==> config.mk <==
export PLATFORM = sky130hd
export DESIGN_NAME = uart_alu_cmd_if
export DESIGN_NICKNAME = d
export VERILOG_FILES = /design/src/rtl/uart_alu_pkg.sv /design/src/rtl/uart_alu_cmd_if_alu_core.sv /design/src/rtl/uart_alu_cmd_if.sv
export SDC_FILE = /design/constraint.sdc
export NUM_CORES = 1
export LEC_CHECK = 0
export BUFFER_PORTS_ARGS = -buffer_cell sky130_fd_sc_hd__clkbuf_2
export CORE_MARGIN = 2
export CORE_UTILIZATION = 57
export CTS_CLUSTER_SIZE = 10
export DETAILED_ROUTE_END_ITERATION = 6
export PLACE_DENSITY = 0.75
export SLEW_MARGIN = 10
export SYNTH_ARGS = -nofsm -noshare
export SYNTH_HDL_FRONTEND = slang
export SYNTH_SLANG_ARGS = --single-unit
==> constraint.sdc <==
create_clock -name clk -period 3.8 [get_ports clk]
set_input_delay 0.95 -clock clk [delete_from_list [all_inputs] [get_ports clk]]
set_output_delay 0.95 -clock clk [all_outputs]
set_load 0.1 [all_outputs]
==> src/rtl/uart_alu_pkg.sv <==
// Shared constants for the serial ALU command path: opcodes, FSM encodings, default widths.
package uart_alu_pkg;

  localparam int unsigned DEF_DATA_W = 8;
  localparam int unsigned DEF_OP_W   = 6;
  localparam int unsigned OPC_W      = 6;
  localparam int unsigned STATE_W    = 6;

  localparam logic [OPC_W-1:0] OP_ADD = 6'h20;
  localparam logic [OPC_W-1:0] OP_SUB = 6'h22;
  localparam logic [OPC_W-1:0] OP_AND = 6'h24;
  localparam logic [OPC_W-1:0] OP_OR  = 6'h25;
  localparam logic [OPC_W-1:0] OP_XOR = 6'h26;
  localparam logic [OPC_W-1:0] OP_NOR = 6'h27;
  localparam logic [OPC_W-1:0] OP_SRA = 6'h03;
  localparam logic [OPC_W-1:0] OP_SRL = 6'h02;

  // One-hot frame FSM encodings
  localparam logic [STATE_W-1:0] WAIT_A  = 6'b000001;
  localparam logic [STATE_W-1:0] WAIT_B  = 6'b000010;
  localparam logic [STATE_W-1:0] WAIT_OP = 6'b000100;
  localparam logic [STATE_W-1:0] EXEC    = 6'b001000;
  localparam logic [STATE_W-1:0] SEND    = 6'b010000;
  localparam logic [STATE_W-1:0] WAIT_TX = 6'b100000;

endpackage

==> src/rtl/uart_alu_cmd_if_alu_core.sv <==
// alu_core: combinational ALU for the serial command path. Unknown opcodes
// (including any with nonzero bits above the 6-bit opcode field) yield result 0.
module alu_core
  import uart_alu_pkg::*;
#(
  parameter int unsigned DATA_W = DEF_DATA_W,
  parameter int unsigned OP_W   = DEF_OP_W
) (
  input  logic [DATA_W-1:0] a,
  input  logic [DATA_W-1:0] b,
  input  logic [OP_W-1:0]   op,
  output logic [DATA_W-1:0] result,
  output logic              op_valid
);

  logic hi_zero;

  // Opcode bits above the 6-bit field must be clear for a valid opcode
  if (OP_W > OPC_W) begin : g_hi
    assign hi_zero = (op[OP_W-1:OPC_W] == '0);
  end else begin : g_nohi
    assign hi_zero = 1'b1;
  end

  // Opcode decode and operation select; oversized shifts saturate naturally
  always_comb begin
    result   = '0;
    op_valid = 1'b1;
    case (op[OPC_W-1:0])
      OP_ADD:  result = a + b;
      OP_SUB:  result = a - b;
      OP_AND:  result = a & b;
      OP_OR:   result = a | b;
      OP_XOR:  result = a ^ b;
      OP_NOR:  result = ~(a | b);
      OP_SRA:  result = $unsigned($signed(a) >>> b);
      OP_SRL:  result = a >> b;
      default: op_valid = 1'b0;
    endcase
    if (!hi_zero) begin
      result   = '0;
      op_valid = 1'b0;
    end
  end

endmodule

==> src/rtl/uart_alu_cmd_if.sv <==
// uart_alu_cmd_if: collects A, B, opcode bytes from the UART receiver, runs the
// ALU and hands the result to the UART transmitter via tx_start/tx_done.
// Optional build macro INTERFRAME_TIMEOUT_EN: abandons a partial frame after
// TIMEOUT_CYCLES idle cycles between bytes.
module uart_alu_cmd_if
  import uart_alu_pkg::*;
#(
  parameter int unsigned DATA_W         = DEF_DATA_W,
  parameter int unsigned OP_W           = DEF_OP_W,
  parameter int unsigned TIMEOUT_CYCLES = 1_000_000
) (
  input  logic              clk,
  input  logic              reset,
  input  logic [DATA_W-1:0] rx_data,
  input  logic              rx_done,
  input  logic              tx_done,
  output logic              tx_start,
  output logic [DATA_W-1:0] tx_data,
  output logic              busy,
  output logic              op_err,
  output logic              overrun
);

  logic [STATE_W-1:0] state;
  logic [STATE_W-1:0] state_next;
  logic [DATA_W-1:0]  a;
  logic [DATA_W-1:0]  b;
  logic [OP_W-1:0]    op;
  logic [DATA_W-1:0]  alu_result;
  logic               op_valid;
  logic               timeout_c;
  logic               in_gap;
  logic               in_busy;

  assign in_gap  = (state == WAIT_B) || (state == WAIT_OP);
  assign in_busy = (state == EXEC) || (state == SEND) || (state == WAIT_TX);

  alu_core #(
    .DATA_W (DATA_W),
    .OP_W   (OP_W)
  ) u_alu (
    .a        (a),
    .b        (b),
    .op       (op),
    .result   (alu_result),
    .op_valid (op_valid)
  );

`ifdef INTERFRAME_TIMEOUT_EN
  localparam int unsigned CNT_W = (TIMEOUT_CYCLES > 2) ? $clog2(TIMEOUT_CYCLES) : 1;
  logic [CNT_W-1:0] gap_cnt;

  // Idle-cycle counter between bytes of a frame; restarts on every byte
  always_ff @(posedge clk or posedge reset) begin
    if (reset) begin
      gap_cnt <= '0;
    end else if (in_gap && !rx_done && !timeout_c) begin
      gap_cnt <= gap_cnt + CNT_W'(1);
    end else begin
      gap_cnt <= '0;
    end
  end

  assign timeout_c = in_gap && (gap_cnt == CNT_W'(TIMEOUT_CYCLES - 1));
`else
  assign timeout_c = 1'b0;
`endif

  // State register
  always_ff @(posedge clk or posedge reset) begin
    if (reset) begin
      state <= WAIT_A;
    end else begin
      state <= state_next;
    end
  end

  // Next-state logic; a received byte beats a coincident timeout
  always_comb begin
    state_next = state;
    case (state)
      WAIT_A:  if (rx_done) state_next = WAIT_B;
      WAIT_B:  if (rx_done) state_next = WAIT_OP;
               else if (timeout_c) state_next = WAIT_A;
      WAIT_OP: if (rx_done) state_next = EXEC;
               else if (timeout_c) state_next = WAIT_A;
      EXEC:    state_next = SEND;
      SEND:    state_next = WAIT_TX;
      WAIT_TX: if (tx_done) state_next = WAIT_A;
      default: state_next = WAIT_A;
    endcase
  end

  // Operand capture, registered handshake outputs and status flags
  always_ff @(posedge clk or posedge reset) begin
    if (reset) begin
      a        <= '0;
      b        <= '0;
      op       <= '0;
      tx_start <= 1'b0;
      tx_data  <= '0;
      busy     <= 1'b0;
      op_err   <= 1'b0;
      overrun  <= 1'b0;
    end else begin
      tx_start <= (state_next == SEND);
      busy     <= (state_next == EXEC) || (state_next == SEND) || (state_next == WAIT_TX);
      if (rx_done && (state == WAIT_A))  a  <= rx_data;
      if (rx_done && (state == WAIT_B))  b  <= rx_data;
      if (rx_done && (state == WAIT_OP)) op <= rx_data[OP_W-1:0];
      if (state == EXEC) begin
        tx_data <= alu_result;
        op_err  <= ~op_valid;
      end
      if (rx_done && in_busy) overrun <= 1'b1;
    end
  end

endmodule
==> results of run 1 <==
-- where the power goes --
part	internal (mW)	leakage [nW]	switching, mW
logic	0.824	1.00	1.06
registers	0.552	0.513	0.230
clock network	0.198	0.0548	0.170
-- routing by layer --
layer / up-vias / track usage, % / part of all wire [%]
met5: - / 0 / 0
met4: 0 / 11.2 / 2.7
met3: 22 / 5.29 / 7.0
met2: 120 / 40.8 / 45
met1: 1344 / 37.5 / 45
li1: 1336 / - / -
-- sequential cells by signal (all words and copies together) (netlist names) --
register and count:
a 8, b 8, busy 1, op 6, op_err 1, overrun 1
state 6, tx_data 8, tx_start 1
-- worst max path at each step --
| stage | start | end | slack (ps) | depth (start not counted) |
|---|---|---|---|---|
| after floorplan | op[3] | tx_data[7] | 1070 | 11 |
| after global placement | op[3] | tx_data[7] | 840 | 11 |
| final | op[3] | tx_data[7] | 630 | 11 |
| after detailed placement | op[3] | tx_data[7] | 660 | 11 |
| after global routing | op[3] | tx_data[7] | 400 | 11 |
| after CTS | op[3] | tx_data[7] | 650 | 11 |
-- cell usage after synthesis (2+ instances only) --
cell,instances,area (µm²)
sky130_fd_sc_hd__nand2_1,46,173
sky130_fd_sc_hd__dfrtp_1,39,976
sky130_fd_sc_hd__nor2_1,31,116
sky130_fd_sc_hd__o21ai_0,28,140
sky130_fd_sc_hd__ha_1,24,300
sky130_fd_sc_hd__inv_1,22,82.6
sky130_fd_sc_hd__a21oi_1,19,95.1
sky130_fd_sc_hd__xnor2_1,18,158
sky130_fd_sc_hd__mux2i_1,12,120
sky130_fd_sc_hd__clkbuf_1,10,37.5
sky130_fd_sc_hd__nor3_1,10,50.1
sky130_fd_sc_hd__mux2_2,9,101
sky130_fd_sc_hd__buf_2,7,35.0
sky130_fd_sc_hd__nand3_1,7,35.0
sky130_fd_sc_hd__a211oi_1,5,37.5
sky130_fd_sc_hd__a22oi_1,4,30.0
sky130_fd_sc_hd__and2_1,4,25.0
sky130_fd_sc_hd__nand3b_1,4,30.0
sky130_fd_sc_hd__nor3b_1,4,30.0
sky130_fd_sc_hd__or3_1,4,25.0
sky130_fd_sc_hd__xor2_1,4,35.0
sky130_fd_sc_hd__a221o_1,3,30.0
sky130_fd_sc_hd__mux4_2,3,67.6
sky130_fd_sc_hd__nand4_1,3,18.8
sky130_fd_sc_hd__nor2b_1,3,18.8
sky130_fd_sc_hd__o31ai_1,3,22.5
sky130_fd_sc_hd__a21o_1,2,15.0
sky130_fd_sc_hd__a32o_1,2,20.0
sky130_fd_sc_hd__and3_1,2,12.5
sky130_fd_sc_hd__o221ai_1,2,17.5
sky130_fd_sc_hd__o32ai_1,2,17.5
-- cells in the final DEF, fill, tap and decap left out, drive strengths merged, types with 7 or more instances in the layout --
| master | Yosys | layout |
|---|---|---|
| o21ai | 28 | 28 |
| xnor2 | 18 | 18 |
| mux2 | 9 | 9 |
| buf | 8 | 7 |
| mux2i | 12 | 12 |
| ha | 24 | 24 |
| dfrtp | 39 | 39 |
| clkbuf | 10 | 28 |
| nor2 | 31 | 31 |
| a21oi | 19 | 19 |
| nor3 | 10 | 10 |
| inv | 22 | 23 |
| nand3 | 7 | 7 |
| nand2 | 46 | 46 |
-- cell families after synthesis --
kind of cell	synth area share [%]
multiplexers	9.92
adder cells (fa/ha/maj)	10.1
buffers and inverters	5.35
XOR/XNOR	6.06
flip-flops	31.5
AO/OA/AOI/OAI	17.8
AND/OR/NAND/NOR	19.2
-- critical path: stages, from the launching register on --
cell	delay (ps)
sky130_fd_sc_hd__dfrtp_1	420
sky130_fd_sc_hd__nor3b_1	590
sky130_fd_sc_hd__nand2_1	280
sky130_fd_sc_hd__o21ai_0	360
sky130_fd_sc_hd__inv_1	80
sky130_fd_sc_hd__ha_1	270
sky130_fd_sc_hd__nor2b_1	140
sky130_fd_sc_hd__o2111ai_1	250
sky130_fd_sc_hd__nand3_1	120
sky130_fd_sc_hd__o211ai_1	140
sky130_fd_sc_hd__xnor2_1	90
sky130_fd_sc_hd__a221o_1	320
-- cell type report --
type | instances | area [µm²]
clock buffer | 5 | 68.8
clock inverter | 3 | 46.3
fill | 491 | 1970
inverter | 23 | 86.3
multi-input combinational | 283 | 2010
sequential | 40 | 1000
tap | 72 | 90.1
timing repair buffer | 30 | 168
==> PnR_summary.wiki, run 1 <==
{| class="wikitable"
! Metric !! Value
|-
| Status || finished clean
|-
| Area enclosed by the die boundary || 6190 µm²
|-
| Sum of overflow across all layers after global routing || 0
|-
| Root cell of the clock tree || sky130_fd_sc_hd__clkbuf_8
|-
| Type of destination of the critical path || register
|-
| Initial cell density of the core || 58.4%
|-
| Arrival time reported for the critical path endpoint || 3370 ps
|-
| Synth Flop Type || sky130_fd_sc_hd__dfrtp_1
|-
| Mapped Cells || 364
|-
| Post-CTS setup repair buffer count || 0
|-
| Post-Synthesis Mean Instance Area || 8.73 µm²
|-
| Number of primary I/O pins || 24
|-
| Final Hold Fails || 0
|-
| DRT Wirelength || 7.88 mm
|-
| Vias in the first global route || 2636
|-
| Max-capacitance violation count || 0
|-
| Post-Place Cell Area || 3350 µm²
|-
| Reg-to-reg slack, setup || 630 ps
|-
| Height of the chip || 78.7 µm
|-
| Setup ws final || 627 ps
|-
| Slew Limit Fails || 0
|-
| Count of cells along the worst register-to-register path || 11
|-
| Total via count after detailed routing || 2822
|-
| Hold/Removal Path Class || reg -> reg
|-
| Total power density per cell area || 875 nW/µm²
|-
| First-pass GRT wire length || 12.9 mm
|-
| Post-detailed-placement half-perimeter wirelength || 5.92 mm
|-
| Antenna diode count || 0
|-
| Number of enable flip-flop cells after synthesis || 0
|-
| Synthesized area || 3180 µm²
|-
| Synthesized Nets || 401
|-
| Total power draw || 3.03 mW
|-
| Yosys warns || 0
|-
| Total number of H-tree levels || 2
|-
| Post-Layout Cell Count || 456
|-
| CTS resizes || 0
|-
| GR Util All Layers || 26.9%
|-
| Worst min-delay path endpoint || overrun
|-
| End-of-flow core utilization || 63.7%
|-
| Sequential share of the synthesized area || 31.5%
|-
| Max Clock Freq || 315 MHz
|-
| Weighted congestion at the end of routability-driven global placement || 1.02
|-
| Worst setup timing slack at the placement stage || 663 ps
|-
| Die Span X || 78.7 µm
|-
| Nets || 420
|-
| Transition time at the pin with the least slew margin || 756 ps
|-
| Cell Count Post-Placement || 448
|-
| Placeable core region || 5440 µm²
|-
| TritonCTS clock tree || yes
|-
| Total negative slack for setup checks || 0 ps
|-
| Buffer levels on the longest clock path || 2
|-
| Antenna Nets Post-Route || 0
|-
| Layout-stage area growth over the synthesis result || 9.09%
|-
| Clock transition time at the flip-flop clock pins of the worst setup and hold paths || 90 ps
|-
| Crit Path Category || reg -> reg
|-
| Synth async-reset ratio || 100%
|-
| Largest voltage drop on the vdd net || 0.533 mV
|-
| Layout Cell Area excl Fill || 3470 µm²
|-
| Post-route fraction of the period consumed by the critical path || 83.5%
|-
| Max-slew headroom || 49.2%
|-
| Number of antenna violations at the first check in global routing || 0
|-
| Fraction of final layout cells sized beyond drive strength 1 || 15.1%
|-
| Data required time of the critical path || 4000 ps
|-
| Critical register-to-register path startpoint || op[3]
|-
| Maximum fanout along the worst path || 7
|-
| Violation count after the first detailed-routing iteration || 179
|-
| Final critical-path required period || 3170 ps
|-
| Startpoint of the lowest-slack hold path || overrun
|-
| Number of buffers added on ports || 23
|-
| Destination of the worst register-to-register timing path || tx_data[7]
|-
| RSZ-0062 raised after global routing || no
|-
| Number of hold buffers added after cts || 0
|-
| Maximum number of pins on one net before global-route repair || 41
|-
| TritonCTS Buffers || 5
|-
| Cell depth of the worst min-delay path || 1
|-
| Standby leakage power || 1.57 nW
|-
| Synth unique cells || 59
|-
| Final Skew || 7.58 ps
|-
| Number of setup violations in the final report || 0
|-
| Total of flip-flops plus latches after synthesis || 40
|-
| Cell row count || 27
|-
| Clk sinks || 40
|-
| Launching element type of the critical path || register
|-
| First-pass detailed-route iteration total || 5
|-
| Final hold slack || 463 ps
|-
| Drt via density || 6.19
|-
| Source-to-sink clock delay at the later pin of the worst-skew pair || 300 ps
|-
| Detailed-route DRC error count || 0
|-
| Average wire length per cell after detail routing || 17.3 µm
|}
Note: power is estimated with default switching activity, not from simulation.
==> inputs of run 2 (changes only) <==
==> constraint.sdc (replaced) <==
create_clock -name clk -period 3 [get_ports clk]
set_input_delay 0.75 -clock clk [delete_from_list [all_inputs] [get_ports clk]]
set_output_delay 0.75 -clock clk [all_outputs]
set_load 0.1 [all_outputs]
==> run 2 against run 1 <==
Global-route usage rose by 2.3 points. Die area unchanged. Count of clock-buffer cells in the layout unchanged. Final cell count is 1.8% higher. Design area grew 1.7%. Largest cell class unchanged. Non-clock buffer count grew 8. Register-to-register slack got worse by 380 ps. Hold slack better by 7.0 ps. Flip-flop and latch count stayed put.
==> PnR_summary.wiki, run 2 (synthesized netlist as in run 1, its figures left out) <==
{| class="wikitable"
! Metric !! Value
|-
| Storage cell area || 1000 µm²
|-
| Total power draw || 3.94 mW
|-
| Post-CTS setup repair buffer count || 0
|-
| Cell Count Post-Placement || 456
|-
| Number of hold buffers added after cts || 0
|-
| Buffer levels on the longest clock path || 2
|-
| Height of the chip || 78.7 µm
|-
| Weighted congestion at the end of routability-driven global placement || 0.995
|-
| Number of buffers added on ports || 23
|-
| Arrival time reported for the critical path endpoint || 2960 ps
|-
| Average wire length per cell after detail routing || 17.9 µm
|-
| Reg power frac || 24.8%
|-
| Placeable core region || 5440 µm²
|-
| DRT Wirelength || 8.32 mm
|-
| Final hold slack || 470 ps
|-
| Final Skew || 10.9 ps
|-
| Regs by FF count || a x8, b x8, tx_data x8
|-
| Data required time of the critical path || 3200 ps
|-
| Power share of the combinational group || 63.1%
|-
| Standby leakage power || 1.61 nW
|-
| Final Hold Fails || 0
|-
| Fill cell total of the finished layout || 480
|-
| First-pass detailed-route iteration total || 4
|-
| Post-Layout Cell Count || 464
|-
| Critical register-to-register path startpoint || op[3]
|-
| Final critical-path required period || 2760 ps
|-
| Largest voltage drop on the vdd net || 0.772 mV
|-
| Footprint of the multi-input gates || 2010 µm²
|-
| Hold/Removal Path Class || reg -> reg
|-
| Number of setup violations in the final report || 0
|-
| First-pass GRT wire length || 13.7 mm
|-
| Launching element type of the critical path || register
|-
| Most common library cell in the layout ignoring fill and taps || sky130_fd_sc_hd__nand2_1
|-
| Max-slew headroom || 49.6%
|-
| Total number of H-tree levels || 2
|-
| Internal Dissipation || 2.05 mW
|-
| Number of buffer and inverter instances along the worst setup path || 1
|-
| Crit-path leading delay family || compound AO/OA/AOI/OAI gates
|-
| Maximum fanout along the worst path || 6
|-
| Antenna Nets Post-Route || 0
|-
| Nets || 428
|-
| Series of cell instances along the critical path || nor3b_1, nand2_1, o21ai_0, inv_1, ha_1, nor2b_1, o2111ai_1, nand3_1, o211ai_1, xnor2_1, a221o_1
|-
| Vias in the first global route || 2694
|-
| Initial cell density of the core || 58.4%
|-
| Post-route fraction of the period consumed by the critical path || 91.8%
|-
| Drt via density || 6.03
|-
| Commonest cells after routing, fill and taps aside || sky130_fd_sc_hd__nand2_1 (46), sky130_fd_sc_hd__dfrtp_1 (39), sky130_fd_sc_hd__nor2_1 (31)
|-
| Proportion of power drawn by the clock network || 12.1%
|-
| Type of destination of the critical path || register
|-
| Count of cells along the worst register-to-register path || 11
|-
| Sum of overflow across all layers after global routing || 0
|-
| Fraction of final layout cells sized beyond drive strength 1 || 16.8%
|-
| Source-to-sink clock delay at the later pin of the worst-skew pair || 310 ps
|-
| Clock transition time at the flip-flop clock pins of the worst setup and hold paths || 90 ps
|-
| Destination of the worst register-to-register timing path || tx_data[7]
|-
| TritonCTS Buffers || 5
|-
| Switching part of the total || 48.0%
|-
| Max Clock Freq || 363 MHz
|-
| Library cell contributing the largest single delay on the critical path || sky130_fd_sc_hd__dfrtp_1
|-
| Transition time at the pin with the least slew margin || 751 ps
|-
| Antenna diode count || 0
|-
| Layout-stage area growth over the synthesis result || 11.0%
|-
| Root cell of the clock tree || sky130_fd_sc_hd__clkbuf_8
|-
| TritonCTS clock tree || yes
|-
| Status || finished clean
|-
| Violation count after the first detailed-routing iteration || 176
|-
| Critical path launch point || op[3]
|-
| Crit Path Category || reg -> reg
|-
| GR Util All Layers || 29.2%
|-
| Clk sinks || 40
|-
| Worst path max stage delay || 430 ps
|-
| Slew Limit Fails || 0
|-
| Post-detailed-placement half-perimeter wirelength || 6.37 mm
|-
| Detailed-route DRC error count || 0
|-
| Total power density per cell area || 1120 nW/µm²
|-
| Number of antenna violations at the first check in global routing || 0
|-
| Cell depth of the worst min-delay path || 1
|-
| Maximum number of pins on one net before global-route repair || 41
|-
| Reg-to-reg slack, setup || 240 ps
|-
| Die Span X || 78.7 µm
|-
| RSZ-0062 raised after global routing || no
|-
| Total via count after detailed routing || 2800
|-
| Max-capacitance violation count || 0
|-
| Switching power of the nets || 1.89 mW
|-
| CTS resizes || 0
|-
| Number of primary I/O pins || 24
|-
| Cell row count || 27
|-
| Crit. path cell count || 11
|-
| Area enclosed by the die boundary || 6190 µm²
|-
| End point of the critical path || tx_data[7]
|-
| Total negative slack for setup checks || 0 ps
|}
-- run 2: cell types whose count changed in the layout (fill, tap and decap cells not counted) --
cell	change
sky130_fd_sc_hd__buf_4	+8
-- run 2: final cells by class --
cell class	count	share of cell area, %
clock buffer	5	1.95
clock inverter	3	1.31
inverter	23	2.45
multi-input combinational	283	56.9
sequential	40	28.4
tap	72	2.55
timing repair buffer	38	6.46
-- run 2: routing by layer --
layer	vias to the layer above	track usage, %	share of wire, %
li1	1350	-	-
met1	1335	40.6	46
met2	100	44.8	46
met3	15	5.52	5.8
met4	0	11.8	2.4
met5	-	0	0
-- run 2: worst min path at each step --
stage	end	start	slack [ps]
6_report	overrun	overrun	470
5_1_grt	overrun	overrun	500
4_1_cts	overrun	overrun	470
3_5_place_dp	overrun	overrun	450
3_3_place_gp	overrun	overrun	440
2_1_floorplan	op[5]	op[5]	510
-- run 2: power groups by stage --
stage	clock network [mW]	logic, mW	registers, mW
3_3_place_gp	0	2.42	0.965
2_1_floorplan	0	1.85	0.960
5_1_grt	0.503	2.76	1.01
4_1_cts	0.483	2.46	0.970
3_5_place_dp	0	2.45	0.981
6_report	0.475	2.49	0.977
-- run 2: metrics by stage --
stage	instance area (µm²)	util, %	worst slack, ps
detailed placement	3410	62.7	231
floorplan	3180	-	271
global placement	3410	62.7	358
finish	3530	64.8	245
global route	3530	64.8	6.12
CTS	3530	64.8	226
==> inputs of run 3 (changes only) <==
--- a/config.mk
+++ b/config.mk
@@ -6,11 +6,13 @@
 export NUM_CORES = 1
 export LEC_CHECK = 0
 export BUFFER_PORTS_ARGS = -buffer_cell sky130_fd_sc_hd__clkbuf_2
+export CELL_PAD_IN_SITES_DETAIL_PLACEMENT = 1
+export CELL_PAD_IN_SITES_GLOBAL_PLACEMENT = 2
 export CORE_MARGIN = 2
-export CORE_UTILIZATION = 57
+export CORE_UTILIZATION = 38
 export CTS_CLUSTER_SIZE = 10
 export DETAILED_ROUTE_END_ITERATION = 6
-export PLACE_DENSITY = 0.75
+export PLACE_DENSITY = 0.8
 export SLEW_MARGIN = 10
 export SYNTH_ARGS = -nofsm -noshare
 export SYNTH_HDL_FRONTEND = slang
==> run 3 against run 2 <==
Critical path depth unchanged. Die area grew 47%. Combinational power increased by 2%. Design area is 1.2% higher. Final cell count increased by 7.1%. Non-clock buffer count is the same. Wire length is 16% higher. Clock power up 1%. Register-to-register slack better by 90 ps. Sequential share of layout area fell by 0.33 points. Largest cell class unchanged. Via count increased by 1.4%.
==> PnR_summary.wiki, run 3 (synthesized netlist as in run 1, its figures left out) <==
{| class="wikitable"
! Metric !! Value
|-
| Max Clock Freq || 376 MHz
|-
| Cell row count || 33
|-
| Drt via density || 5.71
|-
| Metal3 WL || 321 µm
|-
| Total power density per cell area || 1130 nW/µm²
|-
| Status || finished clean
|-
| DRT Wirelength || 9.63 mm
|-
| Clk sinks || 40
|-
| Fill cell total of the finished layout || 974
|-
| Number of setup violations in the final report || 0
|-
| Post-detailed-placement half-perimeter wirelength || 7.33 mm
|-
| Detailed-route DRC error count || 0
|-
| First-pass GRT wire length || 15.4 mm
|-
| Slew Limit Fails || 0
|-
| Number of primary I/O pins || 24
|-
| Number of hold buffers added after cts || 0
|-
| Data required time of the critical path || 3200 ps
|-
| Root cell of the clock tree || sky130_fd_sc_hd__clkbuf_8
|-
| Launching element type of the critical path || register
|-
| Most common library cell in the layout ignoring fill and taps || sky130_fd_sc_hd__nand2_1
|-
| Switching part of the total || 49.0%
|-
| Max-capacitance violation count || 0
|-
| GR Util All Layers || 22.6%
|-
| Power share of the combinational group || 62.9%
|-
| Buffer levels on the longest clock path || 2
|-
| Type of destination of the critical path || register
|-
| End-of-flow core utilization || 43.6%
|-
| Layout Cell Area excl Fill || 3570 µm²
|-
| Post-Layout Cell Count || 497
|-
| Proportion of power drawn by the clock network || 12.0%
|-
| Routed metal-1 wire length || 4.57 mm
|-
| Initial cell density of the core || 38.9%
|-
| Switching power of the nets || 1.97 mW
|-
| Antenna diode count || 0
|-
| Clock transition time at the flip-flop clock pins of the worst setup and hold paths || 100 ps
|-
| Height of the chip || 95.5 µm
|-
| Internal Dissipation || 2.05 mW
|-
| Reg power frac || 25.1%
|-
| Regs by FF count || a x8, b x8, tx_data x8
|-
| Total number of H-tree levels || 2
|-
| Standby leakage power || 1.61 nW
|-
| First-pass detailed-route iteration total || 4
|-
| Area enclosed by the die boundary || 9110 µm²
|-
| TritonCTS Buffers || 5
|-
| Crit Path Category || reg -> reg
|-
| Total via count after detailed routing || 2838
|-
| CTS resizes || 0
|-
| Final Hold Fails || 0
|-
| Met2 wire len || 4.58 mm
|-
| Sum of overflow across all layers after global routing || 0
|-
| Nets || 428
|-
| Vias in the first global route || 2881
|-
| Maximum number of pins on one net before global-route repair || 41
|-
| Hold/Removal Path Class || reg -> reg
|-
| Final Skew || 14.0 ps
|-
| TritonCTS clock tree || yes
|-
| Max-slew headroom || 48.2%
|-
| Violation count after the first detailed-routing iteration || 112
|-
| RSZ-0062 raised after global routing || no
|-
| Commonest cells after routing, fill and taps aside || sky130_fd_sc_hd__nand2_1 (46), sky130_fd_sc_hd__dfrtp_1 (39), sky130_fd_sc_hd__nor2_1 (31)
|-
| Placeable core region || 8180 µm²
|-
| Post-CTS setup repair buffer count || 0
|-
| Final hold slack || 465 ps
|-
| Fraction of final layout cells sized beyond drive strength 1 || 16.8%
|-
| Weighted congestion at the end of routability-driven global placement || 0.904
|-
| Post-Place Cell Area || 3450 µm²
|-
| Maximum fanout along the worst path || 6
|-
| Number of antenna violations at the first check in global routing || 0
|-
| Antenna Nets Post-Route || 0
|-
| Largest voltage drop on the vdd net || 0.581 mV
|-
| Number of buffers added on ports || 23
|-
| Layout-stage area growth over the synthesis result || 12.3%
|-
| Final critical-path required period || 2660 ps
|-
| Total negative slack for setup checks || 0 ps
|-
| Source-to-sink clock delay at the later pin of the worst-skew pair || 310 ps
|-
| Die Span X || 95.5 µm
|-
| Transition time at the pin with the least slew margin || 771 ps
|-
| Post-route fraction of the period consumed by the critical path || 88.7%
|-
| Top metal layer carrying routed signals || met4
|-
| Arrival time reported for the critical path endpoint || 2860 ps
|-
| Average wire length per cell after detail routing || 19.4 µm
|-
| Cell Count Post-Placement || 489
|}
-- run 3: cell counts in the layout (fill, tap and decap cells not counted) --
No cell type changed its count.
-- run 3: worst max-delay path: stages (launching register included) --
cell                       delay [ps]
sky130_fd_sc_hd__dfrtp_1          440
sky130_fd_sc_hd__nor3b_1          320
sky130_fd_sc_hd__buf_4            210
sky130_fd_sc_hd__a22oi_1           80
sky130_fd_sc_hd__xnor2_1          150
sky130_fd_sc_hd__ha_1             350
sky130_fd_sc_hd__and3_1           210
sky130_fd_sc_hd__a21oi_1          170
sky130_fd_sc_hd__nand3_1          110
sky130_fd_sc_hd__o211ai_1         130
sky130_fd_sc_hd__xnor2_1           80
sky130_fd_sc_hd__a221o_1          320
-- run 3: path summary, 6_finish.rpt --
kind                               to    start  slack [ps]  depth (start not counted)
setup / recovery           tx_data[7]    op[5]         340                         11
hold / removal                overrun  overrun         460                          1
setup reg to reg           tx_data[7]    op[5]         340                         11
hold reg to reg               overrun  overrun         460                          1
max in group asynchronous       op[0]    reset        2090                          3
min in group asynchronous        b[2]    reset         550                          3
-- run 3: per-layer routing --
layer / vias to the layer above / global-route usage (%)
met5: - / 0
met4: 0 / 6.43
li1: 1350 / -
met3: 15 / 3.08
met1: 1422 / 31.3
met2: 51 / 37.0
-- run 3: power groups by stage --
| stage | sequential [mW] | combinational (mW) | clock (mW) |
|---|---|---|---|
| floorplan | 0.960 | 1.85 | 0 |
| global placement | 1.00 | 2.46 | 0 |
| detailed placement | 1.02 | 2.52 | 0 |
| CTS | 1.01 | 2.53 | 0.494 |
| global route | 1.05 | 2.80 | 0.515 |
| finish | 1.01 | 2.53 | 0.481 |
-- run 3: cell type report --
class | instances | area (µm²) | area share (%)
multi-input cells | 283 | 2010 | 56.2
flip-flops and latches | 40 | 1000 | 28.1
repair buffers | 38 | 228 | 6.38
clock inverters | 3 | 46.3 | 1.30
clock buffers | 5 | 68.8 | 1.93
well taps | 105 | 131 | 3.68
inverters | 23 | 86.3 | 2.42
-- run 3: through the flow --
| step | power, mW | setup slack [ps] |
|---|---|---|
| 4_1_cts | 4.03 | 338 |
| 5_1_grt | 4.36 | 21.2 |
| 2_1_floorplan | 2.81 | 271 |
| 3_3_place_gp | 3.46 | 401 |
| 3_5_place_dp | 3.54 | 353 |
| 6_report | 4.02 | 339 |
